<file path="src/rtl/adc_link_serializer_if.sv">
// adc_link_serializer_if: sample-pair valid/ready handshake into the serializer
interface adc_link_serializer_if #(
    parameter int ADC_WIDHT = 14
);
    logic [ADC_WIDHT-1:0] DATA_IN1;
    logic [ADC_WIDHT-1:0] DATA_IN2;
    logic                 DATA_VALID;
    logic                 DATA_READY;
    modport master(output DATA_IN1, DATA_IN2, DATA_VALID, input DATA_READY);
    modport slave(input DATA_IN1, DATA_IN2, DATA_VALID, output DATA_READY);
endinterface

</file>
<file path="src/rtl/adc_link_serializer.sv">
// adc_link_serializer: two-lane MSB-first ADC-style serial link with DCO/FCO framing
module adc_link_serializer #(
    parameter int                   ADC_WIDHT    = 14,
    parameter logic [ADC_WIDHT-1:0] IDLE_PATTERN = ADC_WIDHT'(14'h2A5A)
) (
    input  logic                    CLK,
    input  logic                    RESET_N,
    input  logic                    TX_ENABLE,
    input  logic                    UNDERFLOW_CLR,
    adc_link_serializer_if.slave    link,
    output logic                    ADC_OUT1,
    output logic                    ADC_OUT2,
    output logic                    DCO,
    output logic                    FCO,
    output logic                    UNDERFLOW
);
    typedef enum logic {IDLE, RUN} state_t;
    localparam int            CW    = $clog2(ADC_WIDHT);
    localparam logic [CW-1:0] LAST  = CW'(ADC_WIDHT - 1);
    localparam logic [CW-1:0] FLAST = CW'(ADC_WIDHT / 2 - 1);
    state_t               state;
    logic [CW-1:0]        slot;
    logic [ADC_WIDHT-1:0] hold1, hold2, sh1, sh2, word1, word2;
    logic                 hold_full, frame_load, accept;
    always_comb begin
        frame_load      = TX_ENABLE && (state == IDLE || (state == RUN && slot == LAST));
        link.DATA_READY = !hold_full || frame_load;
        accept          = link.DATA_VALID && link.DATA_READY;
        word1           = hold_full ? hold1 : IDLE_PATTERN;
        word2           = hold_full ? hold2 : IDLE_PATTERN;
    end
    // ADC_OUTx is the bit currently on the wire; shN holds the bits still to go, MSB next
    always_ff @(posedge CLK) begin
        if (!RESET_N) begin
            state     <= IDLE;
            slot      <= '0;
            hold_full <= 1'b0;
            hold1     <= '0;
            hold2     <= '0;
            sh1       <= '0;
            sh2       <= '0;
            ADC_OUT1  <= 1'b0;
            ADC_OUT2  <= 1'b0;
            DCO       <= 1'b0;
            FCO       <= 1'b0;
            UNDERFLOW <= 1'b0;
        end else begin
            if (accept) begin
                hold1 <= link.DATA_IN1;
                hold2 <= link.DATA_IN2;
            end
            hold_full <= accept || (hold_full && !frame_load);
            UNDERFLOW <= (frame_load && !hold_full) || (UNDERFLOW && !UNDERFLOW_CLR);
            if (frame_load) begin
                state           <= RUN;
                slot            <= '0;
                {ADC_OUT1, sh1} <= {word1, 1'b0};
                {ADC_OUT2, sh2} <= {word2, 1'b0};
                DCO             <= 1'b0;
                FCO             <= 1'b1;
            end else if (state == RUN && slot != LAST) begin
                slot            <= slot + 1'b1;
                {ADC_OUT1, sh1} <= {sh1, 1'b0};
                {ADC_OUT2, sh2} <= {sh2, 1'b0};
                DCO             <= ~DCO;
                FCO             <= slot < FLAST;
            end else begin
                state    <= IDLE;
                slot     <= '0;
                sh1      <= '0;
                sh2      <= '0;
                ADC_OUT1 <= 1'b0;
                ADC_OUT2 <= 1'b0;
                DCO      <= 1'b0;
                FCO      <= 1'b0;
            end
        end
    end
endmodule

</file>
<file path="src/flat_wrapper.sv">
// flat-port wrapper written by rule: the top's interface ports become plain ports
module adc_link_serializer_flat 
#(
    parameter int                   ADC_WIDHT    = 14,
    parameter logic [ADC_WIDHT-1:0] IDLE_PATTERN = ADC_WIDHT'(14'h2A5A)
)
  (CLK, RESET_N, TX_ENABLE, UNDERFLOW_CLR, ADC_OUT1, ADC_OUT2, DCO, FCO, UNDERFLOW, link_DATA_IN1, link_DATA_IN2, link_DATA_VALID, link_DATA_READY);
  adc_link_serializer_if #(.ADC_WIDHT(ADC_WIDHT)) link_i ();
  input  logic CLK;
  input  logic RESET_N;
  input  logic TX_ENABLE;
  input  logic UNDERFLOW_CLR;
  output logic ADC_OUT1;
  output logic ADC_OUT2;
  output logic DCO;
  output logic FCO;
  output logic UNDERFLOW;
  input wire logic [$bits(link_i.DATA_IN1)-1:0] link_DATA_IN1;
  input wire logic [$bits(link_i.DATA_IN2)-1:0] link_DATA_IN2;
  input wire logic [$bits(link_i.DATA_VALID)-1:0] link_DATA_VALID;
  output wire logic [$bits(link_i.DATA_READY)-1:0] link_DATA_READY;
  assign link_i.DATA_IN1 = link_DATA_IN1;
  assign link_i.DATA_IN2 = link_DATA_IN2;
  assign link_i.DATA_VALID = link_DATA_VALID;
  assign link_DATA_READY = link_i.DATA_READY;
  adc_link_serializer #(.ADC_WIDHT(ADC_WIDHT), .IDLE_PATTERN(IDLE_PATTERN)) u_core (.CLK(CLK), .RESET_N(RESET_N), .TX_ENABLE(TX_ENABLE), .UNDERFLOW_CLR(UNDERFLOW_CLR), .link(link_i), .ADC_OUT1(ADC_OUT1), .ADC_OUT2(ADC_OUT2), .DCO(DCO), .FCO(FCO), .UNDERFLOW(UNDERFLOW));
endmodule
</file>
<file path="config.mk">
export PLATFORM = sky130hd
export DESIGN_NAME = adc_link_serializer_flat
export DESIGN_NICKNAME = d
export VERILOG_FILES = /design/src/rtl/adc_link_serializer_if.sv /design/src/rtl/adc_link_serializer.sv /design/src/flat_wrapper.sv
export SDC_FILE = /design/constraint.sdc
export NUM_CORES = 1
export LEC_CHECK = 0
export ABC_CLOCK_PERIOD_IN_PS = 1640
export BUFFER_PORTS_ARGS = -buffer_cell sky130_fd_sc_hd__buf_2
export CAP_MARGIN = 20
export CORE_ASPECT_RATIO = 1.25
export CORE_MARGIN = 5
export CORE_UTILIZATION = 38
export DETAILED_ROUTE_END_ITERATION = 7
export GPL_TIMING_DRIVEN = 0
export HOLD_SLACK_MARGIN = 0.03
export SLEW_MARGIN = 20
export SYNTH_ARGS = -nofsm -noshare
export SYNTH_HDL_FRONTEND = slang
export SYNTH_SLANG_ARGS = --single-unit
</file>
<file path="constraint.sdc">
create_clock -name CLK -period 1.64 [get_ports CLK]
set_input_delay 0.328 -clock CLK [delete_from_list [all_inputs] [get_ports CLK]]
set_output_delay 0.328 -clock CLK [all_outputs]
set_load 0.03 [all_outputs]
</file>
### Word-level counts from Yosys, hierarchy flattened

Index checks and enable logic that the tools add are counted.

* input bits: 33
* bits in registers: 67
* output and inout port bits: 6

* multiplexer cells: 14
* order comparisons: 1
* bitwise operators: 4
* add/subtract/negate cells: 1
* equal/unequal tests: 3
* reductions and logical operators: 16

Operators with widths (count)
* 14-bit 2-to-1 mux: 6
* 1-bit 2-to-1 mux: 8
* 1-bit logical AND: 7
* 4-bit by 1-bit adder with 4-bit output (second input constant): 1
* 4-bit equality test (second input constant): 1
* 1-bit logical OR: 4
* 4-bit by 3-bit < comparator with 1-bit output (second input constant): 1
* 4-bit inequality test (second input constant): 1
* 1-bit NOT: 4
* 1-bit logical NOT: 3
* 3-bit OR reduction: 1
* 2-bit by 1-bit inequality test with 1-bit output (second input constant): 1
* 2-bit OR reduction: 1

### Logic depth before layout (Yosys ltp)

Gate-level depths: netlist of the first run.

* depth in word-level cells: 7
* mapped depth: 7
* mapped depth without buffers: 5

### Worst setup path before layout of the first run

OpenSTA, ideal clock, no wires.

* kind: register to register
* start point: reg u_core.slot[1]
* end point: reg u_core.sh1[11]
* cell stages (with the launch flop): 7
* path buffers: 1
* clock period less this slack: 1.486 ns
* required time: 1.523 ns
* arrival: 1.370 ns
* slack: 0.154 ns
* cell sequence: dfxtp_1 inv_1 ha_1 and3_4 o2111a_2 buf_4 a22o_1

* cells in the longest elaborated chain, start to end: 5

RTL lines
* from (decl): line adc_link_serializer.sv:22 `logic [CW-1:0] slot;`
* from (signal assigned): line adc_link_serializer.sv:62 `slot <= slot + 1'b1;`
* 4-bit equality test: line adc_link_serializer.sv:26 `frame_load = TX_ENABLE && (state == IDLE || (state == RUN && slot == LAST));`
* 1-bit logical AND: line adc_link_serializer.sv:26
* 1-bit logical OR: line adc_link_serializer.sv:26
* 1-bit logical AND: line adc_link_serializer.sv:26
* 14-bit 2-to-1 mux *: line adc_link_serializer.sv:54 `if (frame_load) begin`
* to (signal assigned): line adc_link_serializer.sv:57 `{ADC_OUT1, sh1} <= {word1, 1'b0};`
* to (signal assigned): line adc_link_serializer.sv:63 `{ADC_OUT1, sh1} <= {sh1, 1'b0};`
* to (decl): line adc_link_serializer.sv:23 `logic [ADC_WIDHT-1:0] hold1, hold2, sh1, sh2, word1, word2;`

Mark *: on every way between the ends. The rest lies on a longest branch, timed or not.
A chain may end at the register's enable or synchronous reset.

### Final worst setup path of the first run

* start point: reg u_core.slot[1]
* end point: out link_DATA_READY

* cells in the longest elaborated chain, start to end: 5

RTL lines
* 4-bit equality test: line adc_link_serializer.sv:26
* 1-bit logical AND: line adc_link_serializer.sv:26
* 1-bit logical OR: line adc_link_serializer.sv:26
* 1-bit logical AND: line adc_link_serializer.sv:26
* 1-bit logical OR: line adc_link_serializer.sv:27 `link.DATA_READY = !hold_full || frame_load;`
* to (decl): line flat_wrapper.sv:21 `output wire logic [$bits(link_i.DATA_READY)-1:0] link_DATA_READY;`

No other way between the ends.

==> results.yml, run 1 <==
hold_path:
  worst_hold_path.num_cells: 2
  hold_path.startpoint: "UNDERFLOW_CLR"
  class_of_the_most_critical_hold_timing_path: "primary input to flop"
  worst_hold_path.endpoint: "u_core.UNDERFLOW$_SDFF_PN0_"
pwr:
  cell_pwr_density_mw_per_mm2: 1119
  power_switching_share_pct: 24.53
  peakVddDrop_mv: 0.4519
  pwr-share-comb_pct: 10.5
  power_frac_clock_pct: 37.4
  net_switching_mw: 0.8072
  p_leak_nw: 1.296
  total_power_mw: 3.290
  internal_power_mw: 2.483
  sequentialPowerShare_pct: 52.2
sta:
  layout_worst_path_cycle_share_pct: 95.18
  report.final.slew_viol_count: 0
  final_period_minus_worst_setup_slack_ps: 1561
  tightest_slew_ps: 491.9
  max_freq_mhz: 640.6
  rsz0062_at_grt: "false"
  hold_viol: 0
  maxSlewHeadroom_pct: 67.21
  total_of_endpoints_with_negative_setup_slack_in_the_final_report: 0
  final.setup_skew_ps: 5.975
worst_setup_path:
  worstReg2RegStart: "u_core.slot[1]$_SDFF_PP0_"
  cp_slowest_cell: "dfxtp_2"
  r2r-end: "u_core.sh1[11]$_SDFF_PN0_"
  r2r.worst_path.cells: 6
  worst-endpoint-required_ps: 1310
  setup_crit_path_kind: "flop to output pin"
  critPathMaxFanout: 4
  crit_path_start_kind: "flop"
  worst-endpoint-arrival_ps: 1230
  slowest_delay_ps: 360
  crit_path_cell_trace: "inv_2 -> ha_4 -> nand4_4 -> nand3_2 -> buf_6"
  reg2reg_slack_ps: 90
  crit_path_end_kind: "output pin"
clock_network:
  cts_inserted_buffers: 9
  clock_tree.buffer_depth: 2
  h_tree_depth: 3
  clock_tree_from_tritoncts: "built"
  clock_sinks: 65
  root_buffer: "clkbuf_8"
  worst_setup_hold_path_clk_slew_ps: 70
  worstSkewPairLatency_ps: 340
logic_synthesis:
  post_synth_instance_area_sq_mm: 0.002409
  synth.yosys.warnings: 0
  cells_after_synth: 237
  postSynthNetCount: 272
  post_synth_num_cell_types: 30
  synth_sequential_area_ratio_pct: 54.03
  synth_seq_cells: 65
  syn-mean-instance-area_sq_um: 10.16
run:
  drv_cap: 0
placement:
  dp_hpwl_microns: 3325
  dpl_cell_area_sq_mm: 0.002700
  buffer_ports.inserted: 37
  globalplace.congestion: 0.7118
  dp_cells: 359
floorplanning:
  io-pin-count: 39
  die_boundary_width_microns: 81.21
  chipHeight_microns: 99.01
  start_util_pct: 39.06
  core_area_sq_mm: 0.006166
  floorplan.rows: 32
  die_area_sq_mm: 0.008041
cells_and_area:
  finished_layout_cells: 375
  n_fill_cell: 638
  number_of_diodes: 0
  syn_to_final_growth_pct: 22.03
  post_route_cells_drive_above_1_share_pct: 25.86
  layout.cells.most_common: "dfxtp_1"
  fin_area_sq_mm: 0.002939
  finalNetCount: 321
  finish.utilization_pct: 47.67
  final_cell_mix: "dfxtp_1 (63), nand2_1 (58), buf_2 (39)"
global_route:
  vias_in_the_first_global_route: 1779
  track_usage_pct: 13.63
  grt_start_max_net_pins: 11
  antenna_found_initial: 0
  grt_remaining_overflow: 0
  wire_length_of_the_first_global_routing_pass_microns: 8266
detailed_routing:
  post-route-drc-count: 0
  drtIter0Drc: 58
  wl_microns: 4770
  avgViaCountPerCell: 4.600
  num_vias: 1725
  ant_nets: 0
  drt_first_pass_iters: 4
  routedWlPerCell_microns: 12.72
status:
  outcome: "complete, no violations"
## cell usage after synthesis
cell type | number | share of area, %
inv_1 | 5 | 0.78
buf_6 | 1 | 0.47
clkbuf_1 | 4 | 0.62
a21o_2 | 1 | 0.36
and3_4 | 1 | 0.47
xor2_1 | 1 | 0.36
nor3_4 | 1 | 0.68
a31oi_2 | 1 | 0.52
mux2i_1 | 28 | 12
ha_1 | 2 | 1.0
dfxtp_1 | 65 | 54
buf_2 | 6 | 1.2
buf_1 | 2 | 0.31
a21oi_1 | 1 | 0.21
buf_12 | 2 | 1.7
o211ai_2 | 1 | 0.52
and2_1 | 2 | 0.52
or3_1 | 1 | 0.26
buf_4 | 1 | 0.31
o21ai_1 | 1 | 0.21
o2bb2ai_1 | 14 | 5.1
nor2_1 | 19 | 3.0
nand2_1 | 58 | 9.0
a22o_1 | 12 | 4.4
nand3_1 | 2 | 0.42
nand4_2 | 1 | 0.52
o22ai_1 | 1 | 0.26
xnor2_1 | 1 | 0.36
nand2b_1 | 1 | 0.26
o2111a_2 | 1 | 0.52
## power by group through the flow
stage / clock (mW) / combinational (mW) / sequential (mW)
2_1_floorplan: 0 / 0.216 / 1.76
3_5_place_dp: 0 / 0.334 / 1.75
4_1_cts: 1.27 / 0.342 / 1.72
3_3_place_gp: 0 / 0.330 / 1.75
5_1_grt: 1.34 / 0.386 / 1.73
6_report: 1.23 / 0.344 / 1.72
## state kept, by name, indices dropped and copies added, names as in the netlist
register          count
u_core.hold1         14
u_core.hold_full      1
u_core.FCO            1
u_core.slot           4
u_core.ADC_OUT1       1
u_core.ADC_OUT2       1
u_core.state          1
u_core.DCO            1
u_core.sh2           13
u_core.UNDERFLOW      1
u_core.sh1           13
u_core.hold2         14
## layer usage
metal	wire length [microns]	track usage, %
met4	116	8.192
met3	233	4.113
met5	0	0
met1	2263	17.24
met2	2156	20.11
## per-stage QoR
step | hold slack (ps) | setup WS (ps) | TNS [ps]
detailed placement | 400.7 | -54.71 | -480.4
global route | 151.1 | 5.206 | 0
finish | 168.1 | 79.08 | 0
floorplan | 410.0 | 153.5 | 0
global placement | 394.1 | -61.32 | -565.0
CTS | 139.0 | -2.806 | -2.806
## cell type report
type,count,area (sq um),area share [%]
flip-flops and latches,65,1304,44.36
multi-input cells,151,1012,34.44
repair buffers,38,198.9,6.769
clock buffers,12,165.2,5.619
plain buffers,16,118.9,4.044
well taps,85,106.4,3.619
inverters,5,18.77,0.6386
clock inverters,3,15.01,0.5109
## cell families (layout without fill, tap and decap cells)
group,after synthesis,after routing,share of synthesized area (%)
AND/OR/NAND/NOR,86,86,15.12
AO/OA/AOI/OAI,33,33,12.05
flip-flops,65,65,54.03
multiplexers,28,28,11.64
buffers and inverters,21,74,5.403
XOR/XNOR,2,2,0.7274
adder cells (fa/ha/maj),2,2,1.039
## worst max-delay path: cells and delay by family, from the launching register on
family	cells	cell delay, ps
adder cells (fa/ha/maj)	1	160
buffers and inverters	2	210
AND/OR/NAND/NOR	2	170
flip-flops	1	360
## worst max-delay path by stage
stage,from,to,slack (ps),cells past startpoint
2_1_floorplan,u_core.slot[1]$_SDFF_PP0_,u_core.sh1[11]$_SDFF_PN0_,150,6
3_3_place_gp,u_core.slot[1]$_SDFF_PP0_,u_core.sh2[10]$_SDFF_PN0_,-60,6
3_5_place_dp,u_core.slot[1]$_SDFF_PP0_,u_core.ADC_OUT1$_SDFF_PN0_,-50,6
5_1_grt,u_core.slot[1]$_SDFF_PP0_,link_DATA_READY,5,5
4_1_cts,u_core.slot[1]$_SDFF_PP0_,link_DATA_READY,-3,5
6_report,u_core.slot[1]$_SDFF_PP0_,link_DATA_READY,80,5
## timing repair
item	in CTS	in global routing
buffers inserted	0	1
hold buffers	0	0
pin swaps	1	2
gates resized for setup	7	6
endpoints found under the setup margin	24	40
Power figures use the tool's default switching activity.
==> run 2: changes to the inputs <==
- ABC_AREA: unset -> 1
==> results.yml, run 2 <==
status:
  outcome: "complete, no violations"
detailed_routing:
  drtIter0Drc: 117
  ant_nets: 0
  drt_first_pass_iters: 4
  routedWlPerCell_microns: 11.84
  num_vias: 2142
  post-route-drc-count: 0
  avgViaCountPerCell: 4.472
  wl_microns: 5670
logic_synthesis:
  postSynthNetCount: 371
  post-synth-top-count-cell: "dfxtp_1"
  synth_top_area_share_pct: 50.68
  cells_after_synth: 336
  synthMuxAreaShare_pct: 0
  post_synth_num_cell_types: 24
  synth_seq_cells: 65
  netlist_top_cells_area: "dfxtp_1 (51%), nand2_1 (9.1%), nor2_1 (7.2%), nand3_1 (6.0%), inv_1 (6.0%)"
  synth_top_flop_cell: "dfxtp_1"
  yosys.area_share.xor_xnor_pct: 0.6823
  synth_commonest_cells: "dfxtp_1 (65), nand2_1 (62), nor2_1 (49)"
  synth.yosys.warnings: 0
  number_of_enable_flip_flop_cells_after_synthesis: 0
  complex_gate_fraction_of_the_synthesized_area_pct: 12.91
  synthDominantAreaCellType: "dfxtp_1"
  synth_fa_ha_area_share_pct: 0.9747
  synth_sequential_area_ratio_pct: 50.68
  synth_simple_gate_area_share_pct: 23.68
  postSynth.asyncResetShare_pct: 0
  dominant_combinational_cell_family_by_area_after_synthesis: "simple AND/OR/NAND/NOR gates"
  post_synth_instance_area_sq_mm: 0.002567
  syn-mean-instance-area_sq_um: 7.641
cells_and_area:
  syn_to_final_growth_pct: 22.12
  registers_with_the_highest_flip_flop_counts: "u_core.hold1 (14), u_core.hold2 (14)"
  finish.utilization_pct: 47.76
  fin_area_sq_mm: 0.003136
  layout.cells.most_common: "dfxtp_1"
  number_of_diodes: 0
  finalNetCount: 422
  post_route_cells_drive_above_1_share_pct: 23.21
  final_cell_mix: "dfxtp_1 (63), nand2_1 (62), nor2_1 (49)"
  n_fill_cell: 647
pwr:
  p_leak_nw: 1.480
  peakVddDrop_mv: 0.5808
  cell_pwr_density_mw_per_mm2: 1134
run:
  drv_cap: 0
placement:
  buffer_ports.inserted: 37
  dp_hpwl_microns: 3915
  dpl_cell_area_sq_mm: 0.002861
  globalplace.congestion: 0.7324
sta:
  final.setup_skew_ps: 6.340
  rsz0062_at_grt: "true"
  maxSlewHeadroom_pct: 64.38
  tightest_slew_ps: 534.4
  report.final.slew_viol_count: 0
  max_freq_mhz: 622.2
  hold_viol: 0
  layout_worst_path_cycle_share_pct: 98.00
  total_of_endpoints_with_negative_setup_slack_in_the_final_report: 0
  final_period_minus_worst_setup_slack_ps: 1607
  fin_tns_setup_ps: 0
floorplanning:
  start_util_pct: 39.11
  io-pin-count: 39
  chipHeight_microns: 101.9
  core_area_sq_mm: 0.006565
  floorplan.rows: 33
  die_area_sq_mm: 0.008511
  die_boundary_width_microns: 83.52
clock_network:
  worst_setup_hold_path_clk_slew_ps: 80
  clock_sinks: 65
  worstSkewPairLatency_ps: 340
  root_buffer: "clkbuf_8"
  cts_inserted_buffers: 9
  clock_tree.buffer_depth: 2
  cts.hold.buffers_added: 0
  clock_tree_from_tritoncts: "built"
  h_tree_depth: 3
worst_setup_path:
  worst-endpoint-arrival_ps: 1280
  r2r.worst_path.cells: 11
  critPathMaxFanout: 3
  worst-endpoint-required_ps: 1310
  setup_crit_path_kind: "flop to output pin"
  crit_path_start_kind: "flop"
  r2r-end: "u_core.hold1[11]$_SDFFE_PN0P_"
  crit_path_end_kind: "output pin"
  worstReg2RegStart: "u_core.slot[1]$_SDFF_PP0_"
  reg2reg_slack_ps: 130
global_route:
  vias_in_the_first_global_route: 2036
  track_usage_pct: 14.15
  grt_remaining_overflow: 0
  antenna_found_initial: 0
  grt_start_max_net_pins: 13
  wire_length_of_the_first_global_routing_pass_microns: 9487
hold_path:
  worst_hold_path.num_cells: 2
  class_of_the_most_critical_hold_timing_path: "primary input to flop"
  worst_hold_path.endpoint: "u_core.UNDERFLOW$_SDFF_PN0_"
  hold_path.startpoint: "UNDERFLOW_CLR"
run 2: cell count changes after synthesis, sizes merged, moves of 4 or more:
cell	previous run	this run
mux2i	28	0
a22o	12	0
nand2	58	65
nand3	2	31
nor2	19	50
o21ai	1	27
a21oi	1	29
o2bb2ai	14	0
inv	5	41
buf	12	16
run 2: worst max path at each step:
stage,startpoint,end,slack [ps],depth (start not counted)
finish,u_core.slot[1]$_SDFF_PP0_,link_DATA_READY,30,7
global route,u_core.slot[1]$_SDFF_PP0_,link_DATA_READY,-40,7
CTS,u_core.slot[1]$_SDFF_PP0_,link_DATA_READY,10,7
detailed placement,u_core.slot[0]$_SDFF_PP0_,link_DATA_READY,-50,7
global placement,u_core.slot[0]$_SDFF_PP0_,link_DATA_READY,-30,7
floorplan,u_core.slot[0]$_SDFF_PP0_,link_DATA_READY,250,6
run 2: area by class of cell:
cell class	instances	area (sq um)	area share (%)
inverter	41	153.9	4.908
sequential	65	1304	41.58
buffer	20	135.1	4.310
multi-input combinational	209	1005	32.04
clock inverter	6	66.31	2.115
clock buffer	10	137.6	4.389
tap	87	108.9	3.472
timing repair buffer	41	225.2	7.183
run 2: logic make-up after synthesis:
kind of cell | Yosys count
xor+xnor | 2
fa+ha+maj | 2
flops | 65
compound gates | 58
simple gates | 147
buf+inv | 62
run 2: power breakdown:
| group | internal [mW] | switching, mW | leakage, nW |
|---|---|---|---|
| logic | 0.176 | 0.254 | 0.849 |
| registers | 1.68 | 0.0480 | 0.536 |
| clock network | 0.745 | 0.648 | 0.0949 |
run 2: what timing repair did:
item | in CTS | in global routing
gates resized for setup | 9 | 9
setup buffers | 4 | 0
pin swaps | 2 | 3
endpoints found under the setup margin | 1 | 46
run 2: through the flow:
step | hold slack, ps | total power, mW | instances | setup WS [ps]
CTS | 171.3 | 3.573 | 479 | 13.94
finish | 182.1 | 3.555 | 479 | 32.86
floorplan | 405.6 | 2.050 | 336 | 246.3
global route | 175.3 | 3.713 | 479 | -39.41
detailed placement | 409.0 | 2.179 | 460 | -51.79
global placement | 398.0 | 2.172 | 460 | -32.63
run 2: per-layer routing:
metal | GRT usage, % | share of wire (%)
met1 | 17.73 | 48
met2 | 22.84 | 46
met3 | 3.790 | 3.5
met4 | 6.807 | 2.2
met5 | 0 | 0
run 2: worst max-delay path: stages, from the launching register on:
cell	delay (ps)
dfxtp_2	320
inv_2	60
ha_4	120
nand3_2	70
nand2_2	90
nand2_2	70
nand2_4	80
buf_6	130
